## src/rtl/bjx1_fetch_pkg.sv

```systemverilog
// Shared fetch definitions: tile status codes, fetch FSM states and the
// instruction-length rule used by the fetch sequencer.
package bjx1_fetch_pkg;

  localparam logic [1:0] UMEM_OK_READY = 2'd0;
  localparam logic [1:0] UMEM_OK_OK    = 2'd1;
  localparam logic [1:0] UMEM_OK_HOLD  = 2'd2;
  localparam logic [1:0] UMEM_OK_FAULT = 2'd3;

  localparam logic [7:0] OP_PFX_WIDE_A = 8'h8A;
  localparam logic [7:0] OP_PFX_WIDE_B = 8'h8E;

  typedef enum logic [1:0] {
    ST_RUN   = 2'd0,
    ST_WAIT  = 2'd1,
    ST_FAULT = 2'd2
  } fetch_state_t;

  // The two wide prefixes differ only in bit 2, so one masked compare covers both.
  function automatic logic op_is32(input logic [15:0] word0);
    logic [7:0] wideMask;
    wideMask = ~(OP_PFX_WIDE_A ^ OP_PFX_WIDE_B);
    return (word0 & {wideMask, 8'h00}) == {OP_PFX_WIDE_A & wideMask, 8'h00};
  endfunction

endpackage

```

## src/rtl/if_len_decode.sv

```systemverilog
// Combinational instruction-length decode: first halfword of the window in,
// width flag and PC increment out.
module if_len_decode
  import bjx1_fetch_pkg::*;
(
  input  logic [15:0] word0,
  output logic        is32,
  output logic [31:0] pcIncr
);

  assign is32   = op_is32(word0);
  assign pcIncr = is32 ? 32'd4 : 32'd2;

endmodule

```

## src/rtl/if_fetch_seq.sv

```systemverilog
// Fetch sequencer: owns the fetch PC, consumes I-cache tile windows and hands
// one 16/32-bit instruction per cycle to decode, with redirect and fault handling.
module if_fetch_seq
  import bjx1_fetch_pkg::*;
#(
  parameter logic [31:0] RESET_PC = 32'hA000_0000
) (
  input  logic         clock,
  input  logic         reset,
  output logic [31:0]  icPcAddr,
  input  logic [47:0]  icPcVal,
  input  logic [1:0]   icPcOK,
  output logic [31:0]  idOpWord,
  output logic [31:0]  idOpPc,
  output logic         idOpLen,
  output logic         idOpValid,
  input  logic         idStall,
  input  logic         brValid,
  input  logic [31:0]  brPc,
  output logic         ifFault,
  output logic [31:0]  ifFaultPc,
  output fetch_state_t dbgState
);

  // Decode handshake: an op moves on every edge where idOpValid && !idStall;
  // while idStall is high the op register is frozen, except that a redirect
  // (brValid) always flushes it.
  localparam logic [31:0] RESET_PC_EVEN = {RESET_PC[31:1], 1'b0};

  fetch_state_t state, stateNext;
  logic [31:0]  pc, pcNext;
  logic [31:0]  opWordNext, opPcNext, faultPcNext;
  logic         opLenNext, opValidNext, faultNext;
  logic         is32;
  logic [31:0]  pcIncr;
  logic         decodeBusy;
  logic         unusedWinBits;

  // Only the first 32 bits of the window can belong to the current op.
  assign unusedWinBits = ^{icPcVal[47:32], brPc[0]};

  if_len_decode u_len (
    .word0  (icPcVal[15:0]),
    .is32   (is32),
    .pcIncr (pcIncr)
  );

  assign icPcAddr   = pc;
  assign dbgState   = state;
  assign decodeBusy = idOpValid && idStall;

  always_comb begin
    stateNext   = state;
    pcNext      = pc;
    opWordNext  = idOpWord;
    opPcNext    = idOpPc;
    opLenNext   = idOpLen;
    opValidNext = idOpValid;
    faultNext   = ifFault;
    faultPcNext = ifFaultPc;
    if (brValid) begin
      pcNext      = {brPc[31:1], 1'b0};
      opValidNext = 1'b0;
      faultNext   = 1'b0;
      stateNext   = ST_RUN;
    end else begin
      case (state)
        ST_RUN, ST_WAIT: begin
          if (icPcOK == UMEM_OK_FAULT) begin
            faultPcNext = pc;
            faultNext   = 1'b1;
            stateNext   = ST_FAULT;
            if (!idStall) opValidNext = 1'b0;
          end else if (icPcOK == UMEM_OK_OK && !decodeBusy) begin
            opWordNext  = is32 ? icPcVal[31:0] : {16'h0000, icPcVal[15:0]};
            opPcNext    = pc;
            opLenNext   = is32;
            opValidNext = 1'b1;
            pcNext      = pc + pcIncr;
            stateNext   = ST_RUN;
          end else begin
            if (icPcOK == UMEM_OK_READY || icPcOK == UMEM_OK_HOLD) stateNext = ST_WAIT;
            if (!idStall) opValidNext = 1'b0;
          end
        end
        ST_FAULT: begin
          if (!idStall) opValidNext = 1'b0;
        end
        default: stateNext = ST_RUN;
      endcase
    end
  end

  always_ff @(posedge clock) begin
    if (reset) begin
      state     <= ST_RUN;
      pc        <= RESET_PC_EVEN;
      idOpWord  <= 32'h0;
      idOpPc    <= 32'h0;
      idOpLen   <= 1'b0;
      idOpValid <= 1'b0;
      ifFault   <= 1'b0;
      ifFaultPc <= 32'h0;
    end else begin
      state     <= stateNext;
      pc        <= pcNext;
      idOpWord  <= opWordNext;
      idOpPc    <= opPcNext;
      idOpLen   <= opLenNext;
      idOpValid <= opValidNext;
      ifFault   <= faultNext;
      ifFaultPc <= faultPcNext;
    end
  end

endmodule

```

## config.mk

```make
export PLATFORM = sky130hd
export DESIGN_NAME = if_fetch_seq
export DESIGN_NICKNAME = d
export VERILOG_FILES = /design/src/rtl/bjx1_fetch_pkg.sv /design/src/rtl/if_len_decode.sv /design/src/rtl/if_fetch_seq.sv
export SDC_FILE = /design/constraint.sdc
export NUM_CORES = 1
export LEC_CHECK = 0
export CORE_MARGIN = 2
export CORE_UTILIZATION = 43
export CTS_CLUSTER_DIAMETER = 120
export DETAILED_ROUTE_END_ITERATION = 8
export PLACE_DENSITY = 0.88
export RECOVER_POWER = 100
export SYNTH_ARGS = -nofsm -noshare
export SYNTH_HDL_FRONTEND = slang
export SYNTH_SLANG_ARGS = --single-unit
export TNS_END_PERCENT = 30
```

## constraint.sdc

```tcl
create_clock -name clock -period 4 [get_ports clock]
set_clock_uncertainty 0.1 [all_clocks]
set_input_delay 0.4 -clock clock [delete_from_list [all_inputs] [get_ports clock]]
set_output_delay 0.4 -clock clock [all_outputs]
set_load 0.05 [all_outputs]
```

After elaboration in Yosys (flattened, before gate mapping)
Index checks and enable logic that the tools add are counted.
{"block": "totals", "register_bits": 133, "word_cells": 52}
{"block": "classes", "addsub": 1, "n_eq_ne": 8, "n_mux": 14, "n_bitwise": 3, "reduce_logical": 17}
{"operator": "$mux 32", "n": 5}
{"operator": "$add 32x32->32", "n": 1}
{"operator": "$reduce_and 3->1", "n": 3}
{"operator": "$eq 7x7->1 const B", "n": 1}
{"operator": "$eq 2x2->1 const B", "n": 3}
{"operator": "$mux 2", "n": 3}
{"operator": "$reduce_bool 2->1", "n": 3}
{"operator": "$eq 2x1->1 const B", "n": 2}
{"operator": "$logic_not 2->1", "n": 2}
{"operator": "$ne 4x4->1 const B", "n": 1}
{"operator": "$pmux 2 s2", "n": 1}
{"operator": "$reduce_and 2->1", "n": 2}
{"operator": "$reduce_and 4->1", "n": 1}
{"operator": "$reduce_or 2->1", "n": 2}
{"operator": "$mux 1", "n": 3}
{"operator": "$mux 3", "n": 1}
{"operator": "$not 1->1", "n": 3}
{"operator": "$logic_and 1x1->1", "n": 2}
{"operator": "$ne 2x2->1 const B", "n": 1}
{"operator": "$pmux 1 s2", "n": 1}
{"operator": "$logic_not 1->1", "n": 1}
{"operator": "$logic_or 1x1->1", "n": 1}

Depth between registers and ports, before layout
Gate-level depths: netlist of the first run.
{"block": "depth", "ltp_word": 7, "mapped_depth": 12, "depth_no_buf": 11}

Hierarchy
A second synthesis of the first run with hierarchy kept.
{"block": "unflattened", "cells_unflattened": 916, "area_unflattened_um2": 6955.4}
{"mod": "if_fetch_seq", "instances": 1, "cells_each": 880, "area_each_um2": 6691.4}
{"mod": "if_len_decode", "instances": 1, "cells_each": 36, "area_each_um2": 264.0}

Worst setup path before layout of the first run
No wires, ideal clock.
{"block": "synth_timing", "kind": "input-to-reg", "startpoint": "in icPcVal[12]", "endpoint": "reg pc[27] (netlist: icPcAddr[27])", "setup_ns": 0.091, "arrival_time_ns": 3.429, "t_required_ns": 3.809, "slack_ns": 0.380, "cell_stages": 10, "n_path_buf": 1, "path_cell_list": "or4b_2 nor3_2 clkbuf_1 inv_1 fa_1 a21o_1 nor2_1 nand3_1 or3_1 a311oi_1"}
{"block": "synth_via", "elab_chain_len": 7}
{"element": "start: declaration", "line_no": "if_fetch_seq.sv:11", "rtl": "input logic [47:0] icPcVal,"}
{"element": "$eq 7x7->1", "line_no": "bjx1_fetch_pkg.sv:23", "rtl": "return (word0 & {wideMask, 8'h00}) == {OP_PFX_WIDE_A & wideMask, 8'h00};"}
{"element": "net is32", "line_no": "if_fetch_seq.sv:34", "rtl": "logic is32;"}
{"element": "$mux 3", "line_no": "if_len_decode.sv:12", "rtl": "assign pcIncr = is32 ? 32'd4 : 32'd2;"}
{"element": "$add 32x32->32", "line_no": "if_fetch_seq.sv:79", "rtl": "pcNext = pc + pcIncr;"}
{"element": "$mux 32", "line_no": "if_fetch_seq.sv:74", "rtl": "end else if (icPcOK == UMEM_OK_OK && !decodeBusy) begin"}
{"element": "$mux 32", "line_no": "if_fetch_seq.sv:69", "rtl": "if (icPcOK == UMEM_OK_FAULT) begin"}
{"element": "$mux 32", "line_no": "if_fetch_seq.sv:67", "rtl": "case (state)"}
{"element": "$mux 32", "line_no": "if_fetch_seq.sv:61", "rtl": "if (brValid) begin"}
{"element": "end signal: assignment", "line_no": "if_fetch_seq.sv:106", "rtl": "pc <= pcNext;"}
{"element": "end: declaration", "line_no": "if_fetch_seq.sv:31", "rtl": "logic [31:0] pc, pcNext;"}
The timed path passes the listed nets, and every way through them passes these cells. The select of a mux whose other input is x is not followed.
A chain may end at the register's enable or synchronous reset.

Worst setup path after layout of the first run
{"block": "layout_timing", "startpoint": "in icPcVal[12]", "endpoint": "reg pc[27] (netlist: icPcAddr[27])"}
{"block": "layout_via", "elab_chain_len": 7}
{"element": "$eq 7x7->1", "line_no": "bjx1_fetch_pkg.sv:23"}
{"element": "$mux 3", "line_no": "if_len_decode.sv:12"}
{"element": "$add 32x32->32", "line_no": "if_fetch_seq.sv:79"}
{"element": "$mux 32", "line_no": "if_fetch_seq.sv:74"}
{"element": "$mux 32", "line_no": "if_fetch_seq.sv:69"}
{"element": "$mux 32", "line_no": "if_fetch_seq.sv:67"}
{"element": "$mux 32", "line_no": "if_fetch_seq.sv:61"}
Every way passes these cells. The select of a mux whose other input is x is not followed.

==> reports/metrics.yaml, run 1 <==
detailed_routing:
  drtIter0Drc: 333
  dr_total_vias: 5271
  routed_wl_mm: 15.9
  drcViolationCount: 0
  wl_per_cell_um: 15.7
  dr.pass1.iters: 4
  antenna_left: 0
  viasPerCell: 5.22
critical_path:
  cpPeakStageDelay_ns: 0.73
  slowest_stage: "or4b_2"
  endpoint_kind: "register"
  critical_path_class: "in2reg"
  start_kind: "primary input"
  path_max_fanout: 5
  arrival_ns: 3.78
  cp_cell_sequence: "clkdlybuf4s50_1, or4b_2, nor3_1, inv_1, fa_1, a21o_1, nor2_1, clkbuf_1, nand3_1, or3_1, a311oi_1"
  cp_data_required_time_ns: 4.19
layout:
  n_antenna_cell: 0
  multi_input_area_sq_um: 2460
  final_area_sq_um: 8000
  drive_gt1_share_pct: 5.79
  seq_area_sq_um: 2600
  syn_to_final_growth_pct: 51.0
  fill_cells: 1018
  fin_nets: 939
die:
  ios: 219
  die_h_um: 115
  dieWidth_um: 115
  die-area_sq_um: 13200
  num_rows: 40
  core-area_sq_um: 12000
  start_util_pct: 44.1
grt:
  grt_pass1_vias: 4990
  met1_usage_pct: 30.1
  use_met3_pct: 8.33
  grt-ovfl-total: 0
  antenna_found_initial: 0
  grt_use_total_pct: 24.3
  gr-usage-met2_pct: 39.8
  grt_pass1_wl_mm: 25.2
  grt-busiest-layer: "met2"
  grt_max_degree: 82
power:
  intPower_mw: 2.63
  comb_power_share_pct: 12.3
  power.share.clock_pct: 48.0
  p_leak_nw: 3.10
  ir_worst_vdd_v: 0.000263
  seq_power_share_pct: 39.7
  total_power_mw: 3.49
  swShare_pct: 24.8
  switchingPower_mw: 0.866
  powerDensity_nw_per_um2: 437
timing:
  rsz0062_at_grt: "no"
  tightest_slew_ns: 1.68
  finalCritPeriodShare_pct: 89.6
  slew_headroom_pct: -11.8
  max_freq_mhz: 279
  period_minus_slack_ns: 3.58
  setup_viol: 0
  maxSlewViolCount: 82
  hold_ws_ns: 0.342
  tns_ns: 0
  hold_violations: 0
cts:
  cts_setup_buffers: 0
  clk_pin_slew_ns: 0.05
  ctsResizeCount: 0
  root_buffer: "clkbuf_16"
  cts_tree: "built"
  cts_buffers: 17
  clockBufferDepth: 2
  cts.htree.levels: 4
  cts.sinks: 130
  postCtsHoldBufs: 0
  insertion_delay_ns: 0.41
run_status:
  violations: "capacitance limit, slew limit"
  status: "finished, violations left"
placed_design:
  gp_congestion: 0.816
  place_area_sq_um: 7400
  portBuffers: 198
  dpl.hpwl_mm: 11.0
worst_hold_path:
  holdCritPathClass: "reg2reg"
synthesis:
  synth_area_sq_um: 5300
  synth_cell_types: 44
  syn-instance-count: 666
  syn-mean-instance-area_sq_um: 7.96
  ys_seq_area_share_pct: 49.1
  ys_seq_elements: 130
  yosys_warnings: 0
flow_run:
  maxCapViolCount: 1
## logic make-up after synthesis
| logic type | share of synthesized area [%] |
|---|---|
| simple gates | 26.3 |
| fa+ha+maj | 0.850 |
| buf+inv | 4.39 |
| xor+xnor | 3.80 |
| compound gates | 15.4 |
| other cells | 0.0708 |
| flops | 49.1 |
## cells in the mapped netlist (all sizes together)
master     n  area, sq um
o21bai     3         22.5
o21a       1         7.51
clkinv     1         3.75
and3       4         25.0
a311oi     6         52.6
nand2    197          739
inv        7         26.3
conb       1         3.75
xnor2     16          140
or2b       1         7.51
or4b       2         23.8
dfxtp    130         2600
o32a       1         10.0
nor3b      4         35.0
o22ai      1         6.26
nand4     11         68.8
or3        3         18.8
a21o       3         22.5
clkbuf    45          169
ha         2         25.0
or2        1         6.26
a2111oi    1         8.76
nand3b     1         7.51
nor4b      1         15.0
nor3       7         40.0
o21ai      3         15.0
nor2      29          109
a21oi    109          546
nor4       8         75.1
a211oi    17          128
and2       2         12.5
nand4b     1         8.76
nand2b     2         12.5
fa         1         20.0
or3b       1         11.3
and4       5         43.8
nand3     27          135
buf        4         33.8
xor2       7         61.3
## path summary, 6_finish.rpt
path,startpoint,to,slack [ns],depth (start not counted)
worst max-delay path,icPcVal[12],icPcAddr[27]$_SDFFE_PP0P_,0.42,11
worst min-delay path,ifFault$_SDFFE_PP0P_,ifFault$_SDFFE_PP0P_,0.34,2
worst max register to register,dbgState[1]$_SDFFE_PP0P_,icPcAddr[23]$_SDFFE_PP0P_,1.27,6
worst min register to register,ifFault$_SDFFE_PP0P_,ifFault$_SDFFE_PP0P_,0.34,2
## area by class of cell
cell class / instances / area share (%)
tap: 147 / 2.30
inverter: 8 / 0.375
clock inverter: 11 / 2.28
sequential: 130 / 32.5
timing repair buffer: 212 / 26.0
clock buffer: 21 / 5.76
multi-input combinational: 481 / 30.8
## worst max-delay path, delay by kind of cell
kind,cells,cell delay [ns]
and+or+nand+nor,5,1.65
buffers and inverters,3,0.85
adders and majority gates,1,0.44
AOI/OAI and AO/OA,2,0.43
## cells in the final DEF (no fill, tap or decap), types with 11 or more instances in the layout
cell / count
a211oi_1: 17
a21oi_1: 109
clkbuf_16: 17
clkdlybuf4s50_1: 66
dfxtp_1: 130
dlygate4sd3_1: 131
nand2_1: 197
nand3_1: 27
nand4_1: 11
nor2_1: 27
xnor2_1: 16
## state kept, by name, indices dropped and copies added (netlist names)
| signal | flops |
|---|---|
| idOpWord | 32 |
| icPcAddr | 31 |
| idOpPc | 31 |
| ifFaultPc | 31 |
| dbgState | 2 |
| idOpLen | 1 |
| idOpValid | 1 |
| ifFault | 1 |
## stage by stage
stage / worst slack [ns] / instances / util, %
5_1_grt: 0.262 / 1010 / 66.6
4_1_cts: 0.634 / 1010 / 67.0
2_1_floorplan: 0.380 / 668 / -
6_report: 0.415 / 1010 / 66.6
3_3_place_gp: 0.248 / 978 / 61.6
3_5_place_dp: 0.216 / 978 / 61.6
## power groups by stage
stage                     Combinational (mW)  Clock (mW)  Sequential [mW]
after floorplan                        0.127           0             1.54
after global placement                 0.440           0             1.41
after detailed placement               0.443           0             1.42
after CTS                              0.445        1.70             1.39
after global routing                   0.457        1.77             1.39
final                                  0.428        1.68             1.39
## per-layer routing
metal	up-vias	routed length [um]
met5	-	0
met4	0	274
met3	22	1290
met2	183	7730
met1	2428	6590
li1	2638	-
(Power assumes the default switching activity.)
==> run 2, diff against run 1 <==
--- a/config.mk
+++ b/config.mk
@@ -7,8 +7,9 @@
 export LEC_CHECK = 0
 export CORE_MARGIN = 2
 export CORE_UTILIZATION = 43
-export CTS_CLUSTER_DIAMETER = 120
+export CTS_CLUSTER_DIAMETER = 30
 export DETAILED_ROUTE_END_ITERATION = 8
+export HOLD_SLACK_MARGIN = 0.05
 export PLACE_DENSITY = 0.88
 export RECOVER_POWER = 100
 export SYNTH_ARGS = -nofsm -noshare
==> results of run 2 <==
Same layout as run 1: the final DEF is identical, and so are final timing and power.
